**config.mk**
```make
export PLATFORM = sky130hd
export DESIGN_NAME = seg_scan_ctrl
export DESIGN_NICKNAME = d
export VERILOG_FILES = /design/src/rtl/seg_scan_ctrl.sv
export SDC_FILE = /design/constraint.sdc
export NUM_CORES = 1
export LEC_CHECK = 0
export ABC_AREA = 1
export BUFFER_PORTS_ARGS = -buffer_cell sky130_fd_sc_hd__buf_2
export CAP_MARGIN = 20
export CORE_MARGIN = 2
export CORE_UTILIZATION = 55
export DETAILED_ROUTE_END_ITERATION = 16
export HOLD_SLACK_MARGIN = 0.06
export PLACE_DENSITY = 0.74
export SLEW_MARGIN = 20
export SYNTH_ARGS = -nofsm -noshare
export SYNTH_HDL_FRONTEND = slang
export SYNTH_SLANG_ARGS = --single-unit
```
**constraint.sdc**
```tcl
create_clock -name clk -period 3 [get_ports clk]
set_clock_uncertainty 0.05 [all_clocks]
set_input_delay 0.75 -clock clk [delete_from_list [all_inputs] [get_ports clk]]
set_output_delay 0.75 -clock clk [all_outputs]
set_load 0.01 [all_outputs]
```
**src/rtl/seg_scan_ctrl.sv**
```systemverilog
// Multiplexed N-digit 7-segment driver: sequential double-dabble binary-to-BCD
// conversion, sign/dp/leading-zero blanking and overflow dashes, digit scanning.
module seg_scan_ctrl #(
  parameter int DIGITS         = 6,
  parameter int BIN_W          = 20,
  parameter int SCAN_DIV       = 50000,
  parameter int SEL_ACTIVE_LOW = 1,
  parameter int SEG_ACTIVE_LOW = 1
) (
  input  logic              clk,
  input  logic              rst,
  input  logic [BIN_W-1:0]  din,
  input  logic              din_neg,
  input  logic [DIGITS-1:0] dp_mask,
  input  logic              din_valid,
  input  logic              blank_en,
  output logic              busy,
  output logic              ovf,
  output logic [DIGITS-1:0] dis_sel,
  output logic [7:0]        dis_seg
);

  localparam int BCD_W = 4 * DIGITS;
  localparam int IDX_W = $clog2(DIGITS);
  localparam int DIV_W = (SCAN_DIV > 1) ? $clog2(SCAN_DIV) : 1;
  localparam int CNT_W = $clog2(BIN_W + 1);

  typedef enum logic [1:0] {IDLE, CONV, LOAD} state_t;

  function automatic logic [BCD_W-1:0] add3(input logic [BCD_W-1:0] b);
    logic [BCD_W-1:0] r;
    r = b;
    for (int i = 0; i < DIGITS; i++) begin
      if (b[4*i +: 4] >= 4'd5) r[4*i +: 4] = b[4*i +: 4] + 4'd3;
    end
    return r;
  endfunction

  // Active-low g..a patterns.
  function automatic logic [6:0] seg7(input logic [3:0] n);
    case (n)
      4'd0:    return 7'b1000000;
      4'd1:    return 7'b1111001;
      4'd2:    return 7'b0100100;
      4'd3:    return 7'b0110000;
      4'd4:    return 7'b0011001;
      4'd5:    return 7'b0010010;
      4'd6:    return 7'b0000010;
      4'd7:    return 7'b1111000;
      4'd8:    return 7'b0000000;
      4'd9:    return 7'b0010000;
      default: return 7'b1111111;
    endcase
  endfunction

  function automatic logic [DIGITS-1:0] sel_code(input logic [IDX_W-1:0] idx);
    logic [DIGITS-1:0] oh;
    oh = DIGITS'(1) << idx;
    return (SEL_ACTIVE_LOW != 0) ? ~oh : oh;
  endfunction

  state_t            state_q;
  logic [CNT_W-1:0]  cnt_q;
  logic              busy_q;

  logic [BIN_W-1:0]  bin_q;
  logic [BCD_W-1:0]  bcd_q;
  logic [BCD_W-1:0]  bcd_adj;
  logic              sticky_q;
  logic              neg_q;
  logic [DIGITS-1:0] dpc_q;
  logic              load_ovf;

  logic [BCD_W-1:0]  disp_bcd_q;
  logic              sign_q;
  logic [DIGITS-1:0] disp_dp_q;
  logic              ovf_q;

  logic [DIV_W-1:0]  div_q, div_d;
  logic [IDX_W-1:0]  idx_q, idx_d;
  logic [DIGITS-1:0] dis_sel_q;
  logic [7:0]        dis_seg_q;

  logic [DIGITS-1:0] blank;
  logic              clear;
  logic [IDX_W-1:0]  sign_pos;
  logic [3:0]        nib;
  logic              dp_on;
  logic [7:0]        seg_raw;

  assign bcd_adj  = add3(bcd_q);
  assign load_ovf = sticky_q | (neg_q & (bcd_q[BCD_W-1 -: 4] != 4'd0));

  always_ff @(posedge clk) begin
    if (rst) begin
      state_q <= IDLE;
      busy_q  <= 1'b0;
      cnt_q   <= '0;
    end else begin
      case (state_q)
        IDLE: begin
          if (din_valid) begin
            state_q <= CONV;
            busy_q  <= 1'b1;
            cnt_q   <= '0;
          end
        end
        CONV: begin
          cnt_q <= cnt_q + 1'b1;
          if (cnt_q == CNT_W'(BIN_W - 1)) state_q <= LOAD;
        end
        LOAD: begin
          state_q <= IDLE;
          busy_q  <= 1'b0;
        end
        default: begin
          state_q <= IDLE;
          busy_q  <= 1'b0;
        end
      endcase
    end
  end

  // Conversion datapath; only meaningful while the FSM is in CONV/LOAD.
  always_ff @(posedge clk) begin
    if (state_q == IDLE && din_valid) begin
      bin_q    <= din;
      bcd_q    <= '0;
      sticky_q <= 1'b0;
      neg_q    <= din_neg;
      dpc_q    <= dp_mask;
    end else if (state_q == CONV) begin
      bcd_q    <= {bcd_adj[BCD_W-2:0], bin_q[BIN_W-1]};
      bin_q    <= {bin_q[BIN_W-2:0], 1'b0};
      sticky_q <= sticky_q | bcd_adj[BCD_W-1];
    end
  end

  always_ff @(posedge clk) begin
    if (rst) begin
      disp_bcd_q <= '0;
      sign_q     <= 1'b0;
      disp_dp_q  <= '0;
      ovf_q      <= 1'b0;
    end else if (state_q == LOAD) begin
      disp_bcd_q <= bcd_q;
      sign_q     <= neg_q && (bcd_q != '0);
      disp_dp_q  <= dpc_q;
      ovf_q      <= load_ovf;
    end
  end

  always_comb begin
    div_d = div_q + 1'b1;
    idx_d = idx_q;
    if (div_q == DIV_W'(SCAN_DIV - 1)) begin
      div_d = '0;
      idx_d = (idx_q == IDX_W'(DIGITS - 1)) ? '0 : idx_q + 1'b1;
    end
  end

  // A digit blanks only when it and everything above it is zero with no dp.
  always_comb begin
    blank    = '0;
    clear    = 1'b1;
    sign_pos = IDX_W'(DIGITS - 1);
    for (int i = DIGITS - 1; i >= 0; i--) begin
      clear    = clear && (disp_bcd_q[4*i +: 4] == 4'd0) && !disp_dp_q[i];
      blank[i] = blank_en && (i > 0) && clear;
    end
    for (int i = DIGITS - 1; i >= 1; i--) begin
      if (blank[i]) sign_pos = IDX_W'(i);
    end
  end

  always_comb begin
    nib   = disp_bcd_q[int'(idx_d) * 4 +: 4];
    dp_on = disp_dp_q[idx_d] && !blank[idx_d];
    if (ovf_q)                          seg_raw = 8'hBF;
    else if (sign_q && idx_d == sign_pos) seg_raw = {!dp_on, 7'b0111111};
    else if (blank[idx_d])              seg_raw = 8'hFF;
    else                                seg_raw = {!dp_on, seg7(nib)};
  end

  // Select and segment data both come from idx_d so they switch together.
  always_ff @(posedge clk) begin
    if (rst) begin
      div_q     <= '0;
      idx_q     <= '0;
      dis_sel_q <= sel_code('0);
      dis_seg_q <= (SEG_ACTIVE_LOW != 0) ? 8'hFF : 8'h00;
    end else begin
      div_q     <= div_d;
      idx_q     <= idx_d;
      dis_sel_q <= sel_code(idx_d);
      dis_seg_q <= (SEG_ACTIVE_LOW != 0) ? seg_raw : ~seg_raw;
    end
  end

  assign busy    = busy_q;
  assign ovf     = ovf_q;
  assign dis_sel = dis_sel_q;
  assign dis_seg = dis_seg_q;

endmodule

```
-- Word-level counts from Yosys, hierarchy flattened
Memory sizes are Yosys's and may differ from the RTL's.
Cells that the tools add are included.
- memories: 1
- bits in read-only memories: 112
- output and inout port bits: 16
- register bits: 125
- bits of input ports: 31
- logic and storage cells: 119
- memory list (memory ; words ; bits a word ; rd ports ; clocked after memory_dff ; wr ports ; line ; text):
    (no name shown) ; 16 ; 7 ; 1 ; 0 ; 0 ; 41 ; case (n)
- eq/ne operators: 8
- $add $sub $neg: 9
- mux-type cells: 28
- shifts and indexed selects: 2
- reductions and logical operators: 41
- $lt $le $gt $ge: 7
- bitwise operators: 5
- operators by type and width (kind ; count):
    $mux W20 ; 2
    $add A4 B2 Y4 const B ; 6
    $ge A4 B3 Y1 const B ; 6
    $mux W4 ; 6
    $reduce_bool A24 Y1 ; 1
    $shiftx A24 B6 Y4 ; 1
    $logic_not A4 Y1 ; 5
    $logic_and A1 B1 Y1 ; 18
    $add A16 B1 Y16 const B ; 1
    $eq A16 B16 Y1 const B ; 1
    $mux W8 ; 2
    $mux W3 ; 5
    $pmux W5 S2 ; 1
    $logic_not A1 Y1 ; 7
    $mux W7 ; 1
    $bmux W1 S3 ; 2
    $not A6 Y6 ; 1
    $reduce_and A2 Y1 ; 3
    $shl A1 B3 Y6 const A ; 1
    $add A5 B1 Y5 const B ; 1
    $eq A5 B5 Y1 const B ; 1
    $mux W5 ; 1
    $lt A3 B4 Y1 const B ; 1
    $mux W1 ; 4
    17 further kinds ; 22

-- Logic depth before layout (Yosys ltp)
Gate-level depths: netlist of the first run.
- depth in word-level cells: 19
- gate-level depth with buffers: 21
- mapped depth without buffers: 20

-- Worst setup path after synthesis of the first run
Ideal clock, no wire load.
- path type: flip-flop to flip-flop
- from: register div_q[0]
- to: register dis_seg_q[6] (netlist: dis_seg[6])
- arrival time: 2210 ps
- required time: 2829 ps
- buffers on the path: 1
- stages on the path, launching flop included: 21
- slack: 619 ps
- clock period less this slack: 2381 ps
- cells stage by stage: dfxtp_1 > ha_1 > nand3_4 > nor2_8 > nand2_4 > nand2_8 > nand2_8 > buf_12 > nand2_1 > nor2_1 > a21oi_1 > nand3_1 > nand2_1 > inv_1 > ha_1 > inv_1 > nand3_1 > nand3_1 > nand2_1 > nand2_1 > nand2_1
- cells in the longest elaborated chain, start to end: 7
- elaborated cells on any way between the ends: 11
- classes of those cells: 2 x eq/ne; 1 x shift; 6 x mux; 1 x reduce/logical; 1 x memory
- ends and longest elaborated chain (element ; line ; text):
    from (decl) ; 79 ; logic [DIV_W-1:0] div_q, div_d;
    from (signal assigned) ; 193 ; div_q <= div_d;
    $eq A16 B16 Y1 * ; 156 ; if (div_q == DIV_W'(SCAN_DIV - 1)) begin
    $mux W3 * ; 156 ;
    $shiftx A24 B6 Y4 or $bmux W1 S3 (tied branches) ; 177, 181 ;
    $mem_v2 Z16 W7 or $mux W1 (tied branches) ; - ;
    $mux W8 ; 181 ; else if (blank[idx_d]) seg_raw = 8'hFF;
    $mux W8 * ; 180 ; else if (sign_q && idx_d == sign_pos) seg_raw = {!dp_on, 7'b0111111};
    $mux W7 * ; 179 ; if (ovf_q) seg_raw = 8'hBF;
    to (signal assigned) ; 191 ; dis_seg_q <= (SEG_ACTIVE_LOW != 0) ? 8'hFF : 8'h00;
    to (signal assigned) ; 196 ; dis_seg_q <= (SEG_ACTIVE_LOW != 0) ? seg_raw : ~seg_raw;
    to (decl) ; 82 ; logic [7:0] dis_seg_q;
Mark *: on every way between the ends. The rest lies on a longest branch, timed or not. The select of a mux whose other input is x is not followed.
A chain may end at the register's enable or synchronous reset.

-- Worst setup path in the final report of the first run
Same ends and word-level chain as after synthesis.

==> flow_summary.json, run 1 <==
{
  "status": "finished clean",
  "syn_area_mm2": 0.00593,
  "io_pins": 47,
  "worstMarginPinSlew_ns": 0.830,
  "fin_ws_ns": 0.334,
  "area_growth_pct": 14.9,
  "antenna_found_initial": 0,
  "crit_path_cell_trace": "ha_1, nand3_4, nor2_8, nand2_4, nand2_1, nand2_4, inv_2, nor2_2, a21oi_1, nand3_1, nand2_1, inv_1, ha_1, inv_1, nand3_1, nand3_1, nand2_1, nand2_1, nand2_1",
  "port-buffer-count": 46,
  "cts_tree": "built",
  "r2r_end": "dis_seg[6]$_SDFF_PP1_",
  "grt_pass1_wl_um": 21600,
  "numCtsBuffers": 17,
  "synth_top_family_by_area": "simple AND/OR/NAND/NOR gates",
  "grt_util_all_layers_pct": 23.6,
  "start_util_pct": 56.9,
  "nFillCells": 894,
  "ys_types": 43,
  "synth-seq-area-share_pct": 46.8,
  "core_mm2": 0.0104,
  "grt_pass1_vias": 4717,
  "place_area_mm2": 0.00631,
  "final_area_mm2": 0.00681,
  "wl_um": 12900,
  "worstHoldEndpoint": "dpc_q[2]$_DFFE_PP_",
  "p_leak_nw": 2.86,
  "timing.fmax_ghz": 0.375,
  "yosysMostFrequentCell": "nand2_1",
  "hp-start": "dp_mask[2]",
  "insertion_delay_ns": 0.52,
  "holdBufCountCts": 0,
  "syn_nets": 782,
  "dr.first_iter.drc_count": 270,
  "min_path_type": "input pin to flop",
  "synth_edf_count": 27,
  "cp_max_fo": 8,
  "rsz0062_at_grt": "no",
  "utilization_pct": 65.4,
  "cpMaxStageDelayCell": "dfxtp_1",
  "avgSynthCellArea_um2": 8.15,
  "via_count": 4998,
  "critPathKind": "flop to flop",
  "syn_inst": 728,
  "whs_path_depth": 1,
  "hold-worst-slack_ns": 0.350,
  "dp_hpwl_um": 9170,
  "cap_viol_max_count": 0,
  "fin_crit_sh_pct": 88.9,
  "cts-root-buf": "clkbuf_8",
  "cts_setup_buffers": 0,
  "critPathMaxStageDelay_ns": 0.36,
  "required_ns": 3.33,
  "die_area_mm2": 0.0116,
  "ir_worst_vdd_uv": 313,
  "r2r.worst_path.cells": 19,
  "clock_path_buffers": 2,
  "yosysTopAreaCell": "dfxtp_1",
  "layout_min_cycle_time_ns": 2.67,
  "setup_violations": 0,
  "dieWidth_um": 108,
  "synthMuxAreaShare_pct": 0,
  "cts_max_level": 4,
  "synth_fa_ha_area_share_pct": 4.85,
  "worstSetupStartpointType": "flop",
  "path_clk_slew_ns": 0.06,
  "timing.setup.tns_ns": 0,
  "drtPass1Iterations": 5,
  "drv_slew": 0,
  "yosys.area_share.simple_pct": 24.4,
  "antenna_left": 0,
  "synth_compound_area_share_pct": 14.6,
  "rows": 37,
  "num-nets-final": 835,
  "drive_gt1_share_pct": 15.1,
  "yosys_register_bits": 125,
  "end_kind": "flop",
  "cts-resized-gates": 0,
  "vias_per_cell": 5.37,
  "finalHoldViolCount": 0,
  "cts.sinks": 125,
  "ys_warn_count": 0,
  "drc": 0,
  "place.gp.congestion": 0.919,
  "synth_common_cells": "nand2_1 (141), dfxtp_1 (98), inv_1 (81)",
  "timing.rr.start": "div_q[0]$_SDFF_PP0_",
  "grt_start_max_net_pins": 50,
  "grt_remaining_overflow": 0,
  "slew_headroom_pct": 44.6,
  "synthXorXnorAreaFrac_pct": 2.07,
  "power.density_mw_per_mm2": 563,
  "synth_area_leaders": "dfxtp_1 (33%), edfxtp_1 (14%), nand2_1 (8.9%), o21ai_0 (5.9%), inv_1 (5.1%)",
  "antenna_cells": 0,
  "wire_per_inst_um": 13.9,
  "synth_top_cell_area_share_pct": 33.1,
  "synth_top_flop_cell": "dfxtp_1",
  "ys_async_sr_fraction_pct": 0,
  "die_height_um": 108,
  "post-place-ws_ns": 0.403,
  "arrival_ns": 3.00,
  "cpMostUsedCell": "nand2_1",
  "reg2reg_setup_slack_ns": 0.33
}
-- power by group --
part / internal (mW) / switching [mW] / total, mW / leakage (nW)
Sequential: 1.80 / 0.0272 / 1.82 / 1.06
Combinational: 0.0801 / 0.152 / 0.232 / 1.55
Clock: 1.08 / 0.694 / 1.78 / 0.242
-- state kept, by name, summed over array words and instances, names as in the netlist, 3 cells and up --
signal,cells
bcd_q,24
disp_bcd_q,24
bin_q,20
div_q,16
dis_seg,8
dis_sel,6
disp_dp_q,6
dpc_q,6
cnt_q,5
idx_q,3
-- layer usage --
metal	GRT usage (%)	wire, um
met3	5.63	733
met1	30.8	5860
met5	0	0
met2	37.9	6080
met4	9.16	256
-- cells by family after synthesis --
kind of cell,after synthesis
buffers and inverters,111
DFF,125
and+or+nand+nor,298
adders and majority gates,23
AOI/OAI and AO/OA,157
xor gates and xnor gates,14
-- critical path: cells and delay by family (launching register included) --
kind	cells	cell delay, ns
compound gates	1	0.13
fa+ha+maj	2	0.42
buf+inv	3	0.29
flops	1	0.36
simple gates	13	1.27
-- worst max path at each step --
stage                              startpoint               endpoint  slack (ns)  cells past startpoint
after floorplan           div_q[0]$_SDFF_PP0_  dis_seg[6]$_SDFF_PP1_        0.62                     20
after global placement    div_q[0]$_SDFF_PP0_  dis_seg[6]$_SDFF_PP1_        0.50                     19
after detailed placement  div_q[0]$_SDFF_PP0_  dis_seg[6]$_SDFF_PP1_        0.40                     19
after CTS                 div_q[0]$_SDFF_PP0_  dis_seg[6]$_SDFF_PP1_        0.37                     19
after global routing      div_q[0]$_SDFF_PP0_  dis_seg[6]$_SDFF_PP1_         0.1                     19
final                     div_q[0]$_SDFF_PP0_  dis_seg[6]$_SDFF_PP1_        0.33                     19
-- final cells by class --
class | instances | area (um2) | area share (%)
Multi-Input combinational cell | 492 | 2730 | 40.0
Sequential cell | 125 | 2770 | 40.7
Clock inverter | 9 | 71.3 | 1.05
Tap cell | 136 | 170 | 2.50
Inverter | 90 | 338 | 4.96
Clock buffer | 23 | 437 | 6.41
Timing Repair Buffer | 55 | 298 | 4.37
-- per-stage QoR --
| step | std cells | power (mW) |
|---|---|---|
| after floorplan | 728 | 2.00 |
| after detailed placement | 898 | 2.09 |
| after global placement | 898 | 2.08 |
| after global routing | 930 | 3.97 |
| final | 930 | 3.83 |
| after CTS | 930 | 3.86 |
-- placed cells by master (no fill, tap or decap), drive strengths merged --
master	n
nand2	156
dfxtp	98
inv	90
o21ai	74
nor2	60
a21oi	58
buf	55
nand3	54
edfxtp	27
ha	23
clkbuf	23
xor2	13
nor3	11
nand4	9
o211ai	6
clkinv	6
nor3b	4
a31oi	4
o22ai	3
o32ai	3
or2	3
a22oi	2
a32o	2
clkinvlp	2
xnor2	1
o21a	1
a211oi	1
o41ai	1
and2	1
o2111ai	1
a221oi	1
bufinv	1
Power figures use the tool's default switching activity.
==> run 2, diff against run 1 <==
- CELL_PAD_IN_SITES_DETAIL_PLACEMENT: not set -> 1
- CELL_PAD_IN_SITES_GLOBAL_PLACEMENT: not set -> 1
- CORE_UTILIZATION: 55 -> 45
- PLACE_DENSITY: 0.74 -> not set
- PLACE_DENSITY_LB_ADDON: not set -> 0.1
- clock period: 3 -> 2.9 ns (I/O delays scaled with it)
==> run 2 against run 1 <==
Compared with the run above: count of clock-buffer cells in the layout is 3 lower; largest cell class unchanged; worst hold slack better by 0.057 ns; final cell count rose by 3.9%; global-route usage decreased by 0.77 points; critical path type unchanged; critical endpoint unchanged.
==> flow_summary.json, run 2 (synthesized netlist as in run 1, its figures left out) <==
{
  "status": "finished clean",
  "wl_um": 15000,
  "busiest_layer": "met2",
  "antenna_cells": 0,
  "area_growth_pct": 15.9,
  "start_util_pct": 46.6,
  "grtUsageMet3_pct": 4.44,
  "path_clk_slew_ns": 0.05,
  "timing.setup.tns_ns": 0,
  "antenna_left": 0,
  "place.gp.congestion": 0.808,
  "fin_ws_ns": 0.250,
  "ir_worst_vdd_uv": 420,
  "min_path_type": "flop to flop",
  "critPathKind": "flop to flop",
  "drtPass1Iterations": 4,
  "insertion_delay_ns": 0.42,
  "cpMaxStageDelayCell": "dfxtp_1",
  "crit_path_cell_trace": "ha_2, nand3_4, nor2_8, nand2_4, nand2_1, nand2_4, inv_2, nor2_2, a21oi_1, nand3_1, nand2_2, inv_1, ha_1, inv_1, nand3_1, nand3_1, nand2_1, nand2_1, nand2_1",
  "die_area_mm2": 0.0141,
  "critPathMaxStageDelay_ns": 0.35,
  "drc": 0,
  "swShare_pct": 23.4,
  "dieWidth_um": 119,
  "p_leak_nw": 2.87,
  "grt_remaining_overflow": 0,
  "cap_viol_max_count": 0,
  "grt_pass1_wl_um": 25700,
  "use_met2_pct": 39.0,
  "reg2reg_setup_slack_ns": 0.25,
  "pwr-share-comb_pct": 6.2,
  "wire_per_inst_um": 15.5,
  "power.density_mw_per_mm2": 579,
  "clock_path_buffers": 2,
  "layout_commonest_cell": "nand2_1",
  "worstMarginPinSlew_ns": 0.655,
  "cts_max_level": 4,
  "grt_use_met1_pct": 28.1,
  "cts_tree": "built",
  "layout_common_cells": "nand2_1 (140), dfxtp_1 (98), inv_1 (81)",
  "placedCellCount": 935,
  "reg_top3": "bcd_q: 24 flops, disp_bcd_q: 24 flops, bin_q: 20 flops",
  "drive_gt1_share_pct": 15.7,
  "post-place-ws_ns": 0.214,
  "slew_headroom_pct": 56.3,
  "io_pins": 47,
  "grt_start_max_net_pins": 35,
  "finalHoldViolCount": 0,
  "rsz0062_at_grt": "no",
  "vias_per_cell": 5.15,
  "worstSetupStartpointType": "flop",
  "core_mm2": 0.0127,
  "grt_util_all_layers_pct": 22.8,
  "dr.first_iter.drc_count": 198,
  "layout_min_cycle_time_ns": 2.65,
  "r2r.worst_path.cells": 19,
  "numCtsBuffers": 17,
  "cts-root-buf": "clkbuf_16",
  "via_count": 4973,
  "p_sw_uw": 928,
  "setup_violations": 0,
  "port-buffer-count": 46,
  "clkPwrFrac_pct": 46.3,
  "rows": 41,
  "cp_max_fo": 8,
  "fin_crit_sh_pct": 91.4,
  "timing.fmax_ghz": 0.377,
  "cts.sinks": 125,
  "p_int_mw": 3.05,
  "die_height_um": 119,
  "pwr-share-seq_pct": 47.5,
  "drv_slew": 0,
  "grt_pass1_vias": 5195,
  "num-nets-final": 836,
  "arrival_ns": 2.89,
  "dp_hpwl_um": 11100,
  "cpMostUsedCell": "nand2_1",
  "cts_setup_buffers": 0,
  "end_kind": "flop",
  "whs_path_depth": 1,
  "fin_cells": 966,
  "required_ns": 3.15,
  "antenna_found_initial": 0,
  "nFillCells": 1598
}
## run 2: changes by cell type in the layout (fill, tap and decap cells not counted)
cell and delta:
ha_1 -1, clkbuf_16 +1, ha_2 +1, nand2_2 +1, nand2_1 -1, bufinv_16 -1, clkbuf_1 -5, clkinvlp_4 -1
clkinv_2 +2, buf_4 +1, clkbuf_8 +1, clkinv_1 +2
## run 2: layout make-up
cell class              instances  area (um2)  area share (%)
well taps                     172         215            3.13
repair buffers                 56         305            4.44
multi-input cells             492        2730            39.8
inverters                      90         338            4.92
clock buffers                  20         457            6.65
clock inverters                11        51.3           0.747
flip-flops and latches        125        2770            40.3
## run 2: worst paths after layout
path | from | endpoint
max reg2reg | div_q[0]$_SDFF_PP0_ | dis_seg[6]$_SDFF_PP1_
min | div_q[0]$_SDFF_PP0_ | div_q[0]$_SDFF_PP0_
max | div_q[0]$_SDFF_PP0_ | dis_seg[6]$_SDFF_PP1_
min reg2reg | div_q[0]$_SDFF_PP0_ | div_q[0]$_SDFF_PP0_
## run 2: critical path: cells and delay by family (launching register included)
kind            cells  cell delay (ns)
fa+ha+maj           2             0.41
compound gates      1             0.14
flops               1             0.35
buf+inv             3             0.29
simple gates       13             1.30
## run 2: power by group through the flow
stage | registers, mW | clock network [mW] | logic, mW
2_1_floorplan | 1.92 | 0 | 0.150
3_3_place_gp | 1.92 | 0 | 0.238
3_5_place_dp | 1.92 | 0 | 0.248
4_1_cts | 1.89 | 1.88 | 0.251
5_1_grt | 1.90 | 1.95 | 0.281
6_report | 1.89 | 1.84 | 0.246
## run 2: stage by stage
step / cell area, um2 / hold slack, ns / utilization [%] / power (mW)
floorplan: 5930 / 0.368 / - / 2.07
global placement: 6360 / 0.380 / 50.0 / 2.16
detailed placement: 6360 / 0.397 / 50.0 / 2.17
CTS: 6870 / 0.405 / 54.0 / 4.01
global route: 6870 / 0.422 / 54.0 / 4.12
finish: 6870 / 0.407 / 54.0 / 3.98
## run 2: per-layer routing
| layer | wire (um) | vias to the layer above |
|---|---|---|
| li1 | - | 2529 |
| met1 | 6790 | 2348 |
| met2 | 7400 | 72 |
| met3 | 443 | 24 |
| met4 | 361 | 0 |
| met5 | 0 | - |
## run 2: what timing repair did
action,4_1_cts,5_1_grt
hold buffers,0,0
endpoints found under the setup margin,0,1
gates resized for setup,0,2
==> run 3, diff against run 2 <==
- BUFFER_PORTS_ARGS: -buffer_cell sky130_fd_sc_hd__buf_2 -> -buffer_cell sky130_fd_sc_hd__buf_4
==> run 3 against run 2 <==
Compared with the run above: total power increased by 7.5%; combinational power increased by 7%; die area unchanged; cell area increased by 2.7%; core utilization increased by 1.4 points; sequential power about the same; critical endpoint unchanged; largest power group is now the clock network; highest routed layer unchanged.
==> flow_summary.json, run 3 (synthesized netlist as in run 1, its figures left out) <==
{
  "status": "finished clean",
  "place.gp.congestion": 0.910,
  "pwr-share-seq_pct": 44.2,
  "cts.sinks": 125,
  "path_clk_slew_ns": 0.06,
  "dieWidth_um": 119,
  "clkPwrFrac_pct": 49.7,
  "setup_violations": 0,
  "slew_headroom_pct": 56.4,
  "crit_buf_inv": 3,
  "layout_commonest_cell": "nand2_1",
  "grt_util_all_layers_pct": 23.0,
  "grt_remaining_overflow": 0,
  "cpMostUsedCell": "nand2_1",
  "swShare_pct": 22.7,
  "hold-worst-slack_ns": 0.406,
  "utilization_pct": 55.5,
  "power.density_mw_per_mm2": 606,
  "p_leak_nw": 2.93,
  "drtPass1Iterations": 4,
  "critPathKind": "flop to flop",
  "vias_per_cell": 5.26,
  "num-nets-final": 835,
  "worstMarginPinSlew_ns": 0.653,
  "layout_min_cycle_time_ns": 2.60,
  "cts_setup_buffers": 0,
  "layout_common_cells": "nand2_1 (140), dfxtp_1 (98), inv_1 (81)",
  "critPathMaxStageDelay_ns": 0.36,
  "antenna_cells": 0,
  "reg_top3": "bcd_q: 24 flops, disp_bcd_q: 24 flops, bin_q: 20 flops",
  "required_ns": 3.15,
  "timing.fmax_ghz": 0.385,
  "dr.first_iter.drc_count": 220,
  "cp_max_fo": 8,
  "wl_um": 15300,
  "drc": 0,
  "numCtsBuffers": 17,
  "start_util_pct": 46.6,
  "total_power_mw": 4.27,
  "drive_gt1_share_pct": 15.9,
  "cap_viol_max_count": 0,
  "dp_hpwl_um": 11300,
  "rsz0062_at_grt": "no",
  "insertion_delay_ns": 0.42,
  "clock_path_buffers": 2,
  "p_int_mw": 3.30,
  "cpMaxStageDelayCell": "dfxtp_1",
  "crit_family": "simple AND/OR/NAND/NOR gates",
  "crit_path_cell_trace": "ha_2, nand3_4, nor2_8, nand2_4, nand2_1, nand2_4, inv_2, nor2_2, a21oi_1, nand3_1, nand2_2, inv_1, ha_1, inv_1, nand3_1, nand3_1, nand2_1, nand2_1, nand2_1",
  "end_kind": "flop",
  "grt_pass1_wl_um": 25800,
  "drv_slew": 0,
  "p_sw_uw": 971,
  "holdBufCountCts": 0,
  "antenna_found_initial": 0,
  "ir_worst_vdd_uv": 468,
  "arrival_ns": 2.85,
  "core_mm2": 0.0127,
  "min_path_type": "flop to flop",
  "port-buffer-count": 46,
  "nFillCells": 1583,
  "die_area_mm2": 0.0141,
  "area_growth_pct": 19.0,
  "cts-resized-gates": 0,
  "pwr-share-comb_pct": 6.1,
  "cts_tree": "built",
  "antenna_left": 0,
  "io_pins": 47,
  "cts-root-buf": "clkbuf_16",
  "cts_max_level": 4,
  "wire_per_inst_um": 15.9,
  "grt_pass1_vias": 5249,
  "via_count": 5085,
  "fin_crit_sh_pct": 89.6,
  "finalHoldViolCount": 0,
  "timing.setup.tns_ns": 0,
  "grt_start_max_net_pins": 49,
  "rows": 41,
  "die_height_um": 119,
  "worstSetupStartpointType": "flop"
}
run 3: cell count changes in the layout (fill, tap and decap cells not counted), sizes merged:
cell | before | now
clkinv | 10 | 5
bufinv | 0 | 3
clkinvlp | 1 | 3
buf | 56 | 55
clkbuf | 20 | 21
run 3: layer usage:
layer | routed length [um] | vias to the layer above | track usage, %
met4 | 293 | 0 | 8.56
li1 | - | 2520 | -
met2 | 7930 | 96 | 41.5
met1 | 6670 | 2446 | 26.8
met3 | 438 | 23 | 4.63
met5 | 0 | - | 0
run 3: worst paths after layout:
kind	depth (start not counted)	slack, ns	start	endpoint
worst max-delay path	19	0.30	div_q[0]$_SDFF_PP0_	dis_seg[6]$_SDFF_PP1_
worst min-delay path	1	0.41	div_q[0]$_SDFF_PP0_	div_q[0]$_SDFF_PP0_
worst min register to register	1	0.41	div_q[0]$_SDFF_PP0_	div_q[0]$_SDFF_PP0_
worst max register to register	19	0.30	div_q[0]$_SDFF_PP0_	dis_seg[6]$_SDFF_PP1_
run 3: power by group through the flow:
stage	registers [mW]	clock network (mW)	logic, mW
2_1_floorplan	1.92	0	0.150
3_3_place_gp	1.92	0	0.252
3_5_place_dp	1.92	0	0.264
4_1_cts	1.89	2.17	0.267
5_1_grt	1.89	2.23	0.297
6_report	1.89	2.12	0.262
run 3: metrics by stage:
stage | cell area, um2 | setup WS, ns | std cells
2_1_floorplan | 5930 | 0.519 | 728
3_3_place_gp | 6470 | 0.385 | 934
3_5_place_dp | 6470 | 0.235 | 934
4_1_cts | 7050 | 0.222 | 966
5_1_grt | 7060 | 0.0443 | 966
6_report | 7060 | 0.302 | 966
run 3: area by class of cell:
| class | instances | area [um2] | area share, % |
|---|---|---|---|
| well taps | 172 | 215 | 3.05 |
| multi-input cells | 492 | 2730 | 38.7 |
| clock buffers | 21 | 440 | 6.24 |
| repair buffers | 55 | 413 | 5.85 |
| flip-flops and latches | 125 | 2770 | 39.3 |
| clock inverters | 11 | 144 | 2.04 |
| inverters | 90 | 338 | 4.79 |
